`src/rtl/reset_seq_pkg.sv`:
```
// rtl/reset_seq_pkg.sv - shared types for the reset sequencer
package reset_seq_pkg;

    typedef enum logic [1:0] {
        ST_HOLD    = 2'd0,
        ST_RELEASE = 2'd1,
        ST_RUN     = 2'd2
    } state_e;

    typedef enum logic [1:0] {
        CAUSE_POR       = 2'd0,
        CAUSE_LOCK_LOSS = 2'd1,
        CAUSE_SW        = 2'd2
    } cause_e;

    function automatic int max2(input int a, input int b);
        return (a > b) ? a : b;
    endfunction

endpackage

```
`src/rtl/reset_seq_if.sv`:
```
// rtl/reset_seq_if.sv - lock/request inputs and domain reset outputs of reset_seq
// Optional RESET_SEQ_CAUSE_EN adds the cause signal.
interface reset_seq_if #(
    parameter int NUM_LOCKS   = 1,
    parameter int NUM_DOMAINS = 2
);
    logic [NUM_LOCKS-1:0]   locked_async;
    logic                   sw_reset_req;
    logic [NUM_DOMAINS-1:0] resets;
    logic                   ready;
`ifdef RESET_SEQ_CAUSE_EN
    logic [1:0]             cause;

    modport master (
        output locked_async, sw_reset_req,
        input  resets, ready, cause
    );
    modport slave (
        input  locked_async, sw_reset_req,
        output resets, ready, cause
    );
`else
    modport master (
        output locked_async, sw_reset_req,
        input  resets, ready
    );
    modport slave (
        input  locked_async, sw_reset_req,
        output resets, ready
    );
`endif
endinterface

```
`src/rtl/reset_seq_sync_n.sv`:
```
// rtl/reset_seq_sync_n.sv - single-bit multi-stage synchroniser, cleared to 0 in reset
module sync_n #(
    parameter int STAGES = 2
) (
    input  logic clk,
    input  logic resetn,
    input  logic d,
    output logic q
);
    logic [STAGES-1:0] ff;

    always_ff @(posedge clk) begin
        if (!resetn) begin
            ff <= '0;
        end else begin
            ff <= {ff[STAGES-2:0], d};
        end
    end

    assign q = ff[STAGES-1];
endmodule

```
`src/rtl/reset_seq.sv`:
```
// rtl/reset_seq.sv - lock-gated staggered domain reset sequencer with software reset
// Optional RESET_SEQ_CAUSE_EN records the cause of the last reset.
module reset_seq
    import reset_seq_pkg::*;
#(
    parameter int NUM_LOCKS      = 1,
    parameter int NUM_DOMAINS    = 2,
    parameter int HOLD_CYCLES    = 15,
    parameter int STAGGER_CYCLES = 4,
    parameter int SYNC_STAGES    = 2
) (
    input  logic       clk,
    input  logic       resetn,
    reset_seq_if.slave bus
);
    localparam int CNT_W = $clog2(max2(HOLD_CYCLES, STAGGER_CYCLES) + 1);
    localparam int IDX_W = (NUM_DOMAINS > 1) ? $clog2(NUM_DOMAINS) : 1;

    logic [NUM_LOCKS-1:0]   synced;
    logic                   all_locked;
    state_e                 state;
    logic [CNT_W-1:0]       count;
    logic [IDX_W-1:0]       idx;
    logic [NUM_DOMAINS-1:0] resets_q;
    logic                   ready_q;

    for (genvar i = 0; i < NUM_LOCKS; i++) begin : g_sync
        sync_n #(.STAGES(SYNC_STAGES)) u_sync (
            .clk    (clk),
            .resetn (resetn),
            .d      (bus.locked_async[i]),
            .q      (synced[i])
        );
    end

    assign all_locked = &synced;

    // Loss of lock or a software request pre-empts every state on the same edge.
    always_ff @(posedge clk) begin
        if (!resetn) begin
            state    <= ST_HOLD;
            count    <= '0;
            idx      <= '0;
            resets_q <= '1;
            ready_q  <= 1'b0;
        end else if (!all_locked || bus.sw_reset_req) begin
            state    <= ST_HOLD;
            count    <= '0;
            idx      <= '0;
            resets_q <= '1;
            ready_q  <= 1'b0;
        end else begin
            case (state)
                ST_HOLD: begin
                    resets_q <= '1;
                    ready_q  <= 1'b0;
                    if (count == CNT_W'(HOLD_CYCLES - 1)) begin
                        resets_q[0] <= 1'b0;
                        count       <= '0;
                        if (NUM_DOMAINS == 1) begin
                            state   <= ST_RUN;
                            ready_q <= 1'b1;
                        end else begin
                            state <= ST_RELEASE;
                            idx   <= IDX_W'(1);
                        end
                    end else begin
                        count <= count + CNT_W'(1);
                    end
                end
                ST_RELEASE: begin
                    if (count == CNT_W'(STAGGER_CYCLES - 1)) begin
                        resets_q[idx] <= 1'b0;
                        count         <= '0;
                        if (idx == IDX_W'(NUM_DOMAINS - 1)) begin
                            state   <= ST_RUN;
                            ready_q <= 1'b1;
                        end else begin
                            idx <= idx + IDX_W'(1);
                        end
                    end else begin
                        count <= count + CNT_W'(1);
                    end
                end
                ST_RUN: begin
                    resets_q <= '0;
                    ready_q  <= 1'b1;
                end
                default: begin
                    state    <= ST_HOLD;
                    count    <= '0;
                    idx      <= '0;
                    resets_q <= '1;
                    ready_q  <= 1'b0;
                end
            endcase
        end
    end

    assign bus.resets = resets_q;
    assign bus.ready  = ready_q;

`ifdef RESET_SEQ_CAUSE_EN
    cause_e cause_q;

    // A low lock in HOLD at count 0 is still the initial wait, not a loss.
    always_ff @(posedge clk) begin
        if (!resetn) begin
            cause_q <= CAUSE_POR;
        end else if (!all_locked && (state != ST_HOLD || count != '0)) begin
            cause_q <= CAUSE_LOCK_LOSS;
        end else if (bus.sw_reset_req) begin
            cause_q <= CAUSE_SW;
        end
    end

    assign bus.cause = cause_q;
`endif
endmodule

```
`src/flat_wrapper.sv`:
```
// flat-port wrapper written by rule: the top's interface ports become plain ports
module reset_seq_flat import reset_seq_pkg::*;
#(
    parameter int NUM_LOCKS      = 1,
    parameter int NUM_DOMAINS    = 2,
    parameter int HOLD_CYCLES    = 15,
    parameter int STAGGER_CYCLES = 4,
    parameter int SYNC_STAGES    = 2
)
  (clk, resetn, bus_locked_async, bus_sw_reset_req, bus_resets, bus_ready);
  reset_seq_if #(.NUM_LOCKS(NUM_LOCKS), .NUM_DOMAINS(NUM_DOMAINS)) bus_i ();
  input  logic clk;
  input  logic resetn;
  input wire logic [$bits(bus_i.locked_async)-1:0] bus_locked_async;
  input wire logic [$bits(bus_i.sw_reset_req)-1:0] bus_sw_reset_req;
  output wire logic [$bits(bus_i.resets)-1:0] bus_resets;
  output wire logic [$bits(bus_i.ready)-1:0] bus_ready;
  assign bus_i.locked_async = bus_locked_async;
  assign bus_i.sw_reset_req = bus_sw_reset_req;
  assign bus_resets = bus_i.resets;
  assign bus_ready = bus_i.ready;
  reset_seq #(.NUM_LOCKS(NUM_LOCKS), .NUM_DOMAINS(NUM_DOMAINS), .HOLD_CYCLES(HOLD_CYCLES), .STAGGER_CYCLES(STAGGER_CYCLES), .SYNC_STAGES(SYNC_STAGES)) u_core (.clk(clk), .resetn(resetn), .bus(bus_i));
endmodule
```
`config.mk`:
```
export PLATFORM = sky130hd
export DESIGN_NAME = reset_seq_flat
export DESIGN_NICKNAME = d
export VERILOG_FILES = /design/src/rtl/reset_seq_pkg.sv /design/src/rtl/reset_seq_if.sv /design/src/rtl/reset_seq_sync_n.sv /design/src/rtl/reset_seq.sv /design/src/flat_wrapper.sv
export SDC_FILE = /design/constraint.sdc
export NUM_CORES = 1
export LEC_CHECK = 0
export CAP_MARGIN = 15
export CORE_MARGIN = 1.5
export CORE_UTILIZATION = 33
export CTS_BUF_LIST = sky130_fd_sc_hd__clkbuf_2
export CTS_CLUSTER_DIAMETER = 60
export DETAILED_ROUTE_END_ITERATION = 6
export GPL_ROUTABILITY_DRIVEN = 1
export SLEW_MARGIN = 20
export SYNTH_ARGS = -nofsm -noshare
export SYNTH_HDL_FRONTEND = slang
export SYNTH_SLANG_ARGS = --single-unit
```
`constraint.sdc`:
```
create_clock -name clk -period 1.6 [get_ports clk]
set_input_delay 0.16 -clock clk [delete_from_list [all_inputs] [get_ports clk]]
set_output_delay 0.16 -clock clk [all_outputs]
set_load 0.02 [all_outputs]
```
---- Yosys cells after proc, flatten, opt, wreduce, memory -nomap -nowiden ----
Index checks and enable logic that the tools add are counted.
operators by class
  bitwise operators ....................... 4
  add/sub/neg operators ................... 2
  multiplexer cells ....................... 19
  magnitude comparators ................... 2
  reductions and logical operators ........ 8
  equal/unequal tests ..................... 7
operators with widths
  kind                                                   count
  one-hot mux 2 bit (3 select lines)                     2
  one-hot mux 4 bit (3 select lines)                     1
  2-to-1 mux 2 bit                                       4
  2-to-1 mux 4 bit                                       2
  2-to-1 mux 1 bit                                       7
  inequality test 2 x 1 -> 1 bit, second input constant  3
  adder 4 x 1 -> 4 bit, second input constant            1
  equality test 4 x 2 -> 1 bit, second input constant    1
  equality test 4 bit, second input constant             1
  AND reduction 4 bit                                    1
  one-hot mux 1 bit (3 select lines)                     1
  AND reduction 3 bit                                    1
  AND 2 bit                                              1
  equality test 2 x 1 -> 1 bit, second input constant    1
  equality test 2 bit, second input constant             1
  logical NOT 2 bit                                      1
  < comparator 1 x 2 -> 1 bit, second input constant     1
  inverter 1 bit                                         2
  inverter 2 bit                                         1
  one-hot mux 1 bit (2 select lines)                     1
  AND reduction 2 bit                                    1
  OR reduction 2 bit                                     1
  adder 1 bit, second input constant                     1
  demux 1 bit (select 1 bit)                             1
  other kinds (4)                                        4
word-level totals
  input bits .............................. 4
  register bits ........................... 12
  word-level logic and storage cells ...... 48
  output and inout port bits .............. 3

---- Depth between registers and ports, before layout ----
  word-level depth ........................ 8
  gate-level depth with buffers ........... 6
  mapped depth without buffers ............ 5

---- Cells and area by module ----
From an unflattened synthesis, not the netlist that was laid out.
second synthesis, totals
  cells, all modules ...................... 68
  area, all modules ....................... 630.6 sq um
by module, submodules not included
  module     cells an instance  instances  seq. area each (sq um)  area an instance (sq um)
  reset_seq  64                 1          200.2                   578.1
  sync_n     4                  1          40.0                    52.6

---- Least setup slack after synthesis ----
No wires, ideal clock.
  path type ............................... register to register
  start point ............................. reg u_core.state[0]
  end point ............................... reg u_core.count[3]
  data required time ...................... 1.475 ns
  setup time .............................. 0.125 ns
  clock period less this slack ............ 1.475 ns
  data arrival time ....................... 1.351 ns
  slack ................................... 0.125 ns
  buffers on the path ..................... 0
  stages on the path, launching flop included .. 6
  path through ............................ dfxtp_1 inv_1 ha_1 or4b_1 a32oi_1 a211oi_1
on the way
  longest elaborated chain between the ends .. 2
  elaborated cells between the ends (all ways) .. 4
  those cells by class .................... 2 x eq/ne; 1 x mux; 1 x reduce/logical
RTL lines
  item                                               RTL line         text
  start: declaration                                 reset_seq.sv:21  state_e state;
  start signal: assignment                           reset_seq.sv:41  state <= ST_HOLD;
  start signal: assignment                           reset_seq.sv:47  state <= ST_HOLD;
  start signal: assignment                           reset_seq.sv:61  state <= ST_RUN;
  equality test 2 bit, or another cell as far along  reset_seq.sv:53  case (state)
  one-hot mux 4 bit (3 select lines)                 reset_seq.sv:53
  end signal: assignment                             reset_seq.sv:68  count <= count + CNT_W'(1);
  end signal: assignment                             reset_seq.sv:82  count <= count + CNT_W'(1);
  end: declaration                                   reset_seq.sv:22  logic [CNT_W-1:0] count;
Several ways; a longest one is shown, not always the timed one.
A chain may end at the register's enable or synchronous reset.

---- Worst setup path in the final report ----
  start point ............................. reg u_core.state[1]
  end point ............................... reg u_core.count[3]
Same word-level chain as after synthesis.

==> flow_summary.ini <==
[status]
status = finished clean

[yosys]
seq_area_frac_synth_pct = 35.29
netlist.top_cell.by_area = dfxtp_1
ys_top_cells_by_area = dfxtp_1 (35%), ha_1 (11%), nand3_1 (4.4%)
ys_types = 31
synth.most_common_cell = dfxtp_1
synth_ff_type = dfxtp_1
synth_commonest_cells = dfxtp_1 (12), ha_1 (6), nand3_1 (6)
synthCells = 71
synth_area_per_cell_um2 = 9.587
async_flop_share_pct = 0
ys_ff_latch = 12
synthDominantCellAreaShare_pct = 35.29
yosysWarnings = 0
synth_edf_count = 0
syn-num-nets = 81
netlist_area_um2 = 680.7

[setup_path]
crit_family = simple AND/OR/NAND/NOR gates
cp_cell_sequence = inv_1 -> ha_2 -> or4b_4 -> a32oi_2 -> a211oi_1
worst-path-buf-inv = 1
slowest_delay_ns = 0.52
path_class = reg2reg
worstPathArrival_ns = 1.72
reg2regPathDepth = 5
cp-end-kind = register
cp-start-kind = register
required_ns = 1.78
reg2reg_slack_ns = 0.06
r2r_end = u_core.count[3]$_SDFFE_PP0N_
cp_max_fo = 4
cp.depth = 5
critPathSlowestCell = or4b_4
worstReg2RegStart = u_core.state[1]$_SDFFE_PP0P_

[clocking]
cts_made_buffers = 3
clock_latency_ns = 0.28
cts_hold_buf = 0
clk_pin_slew_worst_paths_ns = 0.12
htreeDepth = 1
cts_root_buffer = clkbuf_2
cts_max_path_buffers = 2
cts_tree = done
cts.sinks = 12

[timing]
max_freq_ghz = 0.6492
fin_skew_ns = 0.0008716
totalNegativeSetupSlack_ns = 0
tightest_slew_ns = 0.3085
setup_viol = 0
slew_headroom_pct = 78.90
drv_slew = 0
final_hold_viol_count = 0
post-route-period-util_pct = 96.28
period_minus_slack_ns = 1.540
fin_ws_ns = 0.05953
timing.hold.ws_ns = 0.4420

[die]
io_pins = 7
die_w_um = 48.42
start_util_pct = 35.05
core_area_um2 = 1942
num_rows = 16
die_h_um = 48.42
die_area_um2 = 2344

[final_layout]
fin_area_um2 = 835.8
diodes = 0
area_delta_synth_final_pct = 22.79
final_nets = 93
utilization_pct = 43.04
layout-drive-gt1-share_pct = 26.83
final_cells = 109

[placement]
place_ws_ns = 0.01008
placed_area_um2 = 785.8
place.port_buffers = 6
dp.cells = 104
dp_hpwl_um = 918.5
place_congestion = 0.7741

[global_routing]
grt_first_pass_wirelength_um = 2187
grt_pass1_vias = 495
antenna_found_initial = 0
grt-ovfl-total = 0
gr-usage-all-layers_pct = 11.93
grt_max_degree = 14

[drt]
vias = 562
wire_per_inst_um = 11.76
ant_nets = 0
drt_first_pass_iters = 5
totalWireLength_um = 1282
drtIter0Drc = 14
drc = 0
routed_via_density = 5.156

[power_and_ir_drop]
leakagePower_nw = 0.3224
p_per_area_nw_per_um2 = 575.3
power_mw = 0.4808
peakVddDrop_mv = 0.3278

[worst_hold_path]
hold_class = in2reg
whs_endpoint = u_core.g_sync[0].u_sync.ff[0]$_SDFF_PN0_
min_from = bus_locked_async
hold_depth = 2

[run]
drv_cap = 0
sequential cells by signal, summed over array words and instances (netlist names):
name                     flops
u_core.count                 4
u_core.bus.resets            2
u_core.g_sync.u_sync.ff      2
u_core.state                 2
u_core.bus.ready             1
u_core.idx                   1
worst max path at each step:
| stage | start | endpoint | slack [ns] |
|---|---|---|---|
| 4_1_cts | u_core.state[0]$_SDFFE_PP0P_ | u_core.count[3]$_SDFFE_PP0N_ | 0.02 |
| 3_3_place_gp | u_core.state[0]$_SDFFE_PP0P_ | u_core.count[3]$_SDFFE_PP0N_ | -0.02 |
| 5_1_grt | u_core.state[1]$_SDFFE_PP0P_ | u_core.count[3]$_SDFFE_PP0N_ | -0.02 |
| 6_report | u_core.state[1]$_SDFFE_PP0P_ | u_core.count[3]$_SDFFE_PP0N_ | 0.06 |
| 3_5_place_dp | u_core.state[0]$_SDFFE_PP0P_ | u_core.count[3]$_SDFFE_PP0N_ | 0.01 |
| 2_1_floorplan | u_core.state[0]$_SDFFE_PP0P_ | u_core.count[3]$_SDFFE_PP0N_ | 0.12 |
report_power, final:
part | total [mW] | switching [mW] | leakage, nW | internal, mW
combinational | 0.0131 | 0.00407 | 0.209 | 0.00908
sequential | 0.303 | 0.00118 | 0.0992 | 0.301
clock | 0.165 | 0.111 | 0.0140 | 0.0542
total | 0.481 | 0.116 | 0.322 | 0.365
kinds of logic (layout without fill, tap and decap cells):
family | count (synthesis) | in the layout | share of synthesized area, %
and+or+nand+nor | 23 | 23 | 21.14
DFF | 12 | 12 | 35.29
muxes | 2 | 2 | 3.125
AOI/OAI and AO/OA | 20 | 20 | 24.45
buffers and inverters | 8 | 19 | 4.961
adders and majority gates | 6 | 6 | 11.03
worst reg2reg max path, cell delays in order, from the launching register on:
cell and delay (ns):
dfxtp_2 0.38, inv_1 0.07, ha_2 0.18, or4b_4 0.52, a32oi_2 0.22, a211oi_1 0.07
routing by layer:
metal,GRT usage (%),share of wire (%),up-vias
li1,-,-,291
met1,16.44,51,253
met2,16.90,42,16
met3,4.630,5.1,2
met4,4.286,1.2,0
met5,0,0,-
layout by cell type (no fill, tap or decap), types with 2 or more instances in the layout:
master,n
clkbuf_2,3
o31ai_1,3
clkdlybuf4s50_1,6
nand3_1,6
buf_4,5
a211oi_1,2
and2_1,3
a21oi_1,3
dfxtp_1,8
a221oi_2,2
nand2_1,4
inv_1,4
o211ai_1,2
nor3_1,2
and3b_1,2
ha_1,3
ha_2,3
dfxtp_2,4
repair_timing:
action                                  CTS  global route
setup buffers                             0             1
endpoints found under the setup margin    1             7
resized for setup                         2             7
pin swaps                                 0             1
area by class of cell:
class / instances / area, um^2
Tap cell: 27 / 33.78
Timing Repair Buffer: 11 / 97.59
Fill cell: 206 / 1106
Sequential cell: 12 / 245.2
Multi-Input combinational cell: 51 / 425.4
Inverter: 4 / 15.01
Clock inverter: 1 / 3.754
Clock buffer: 3 / 15.01
No activity file was read; power rests on OpenSTA's default activity.
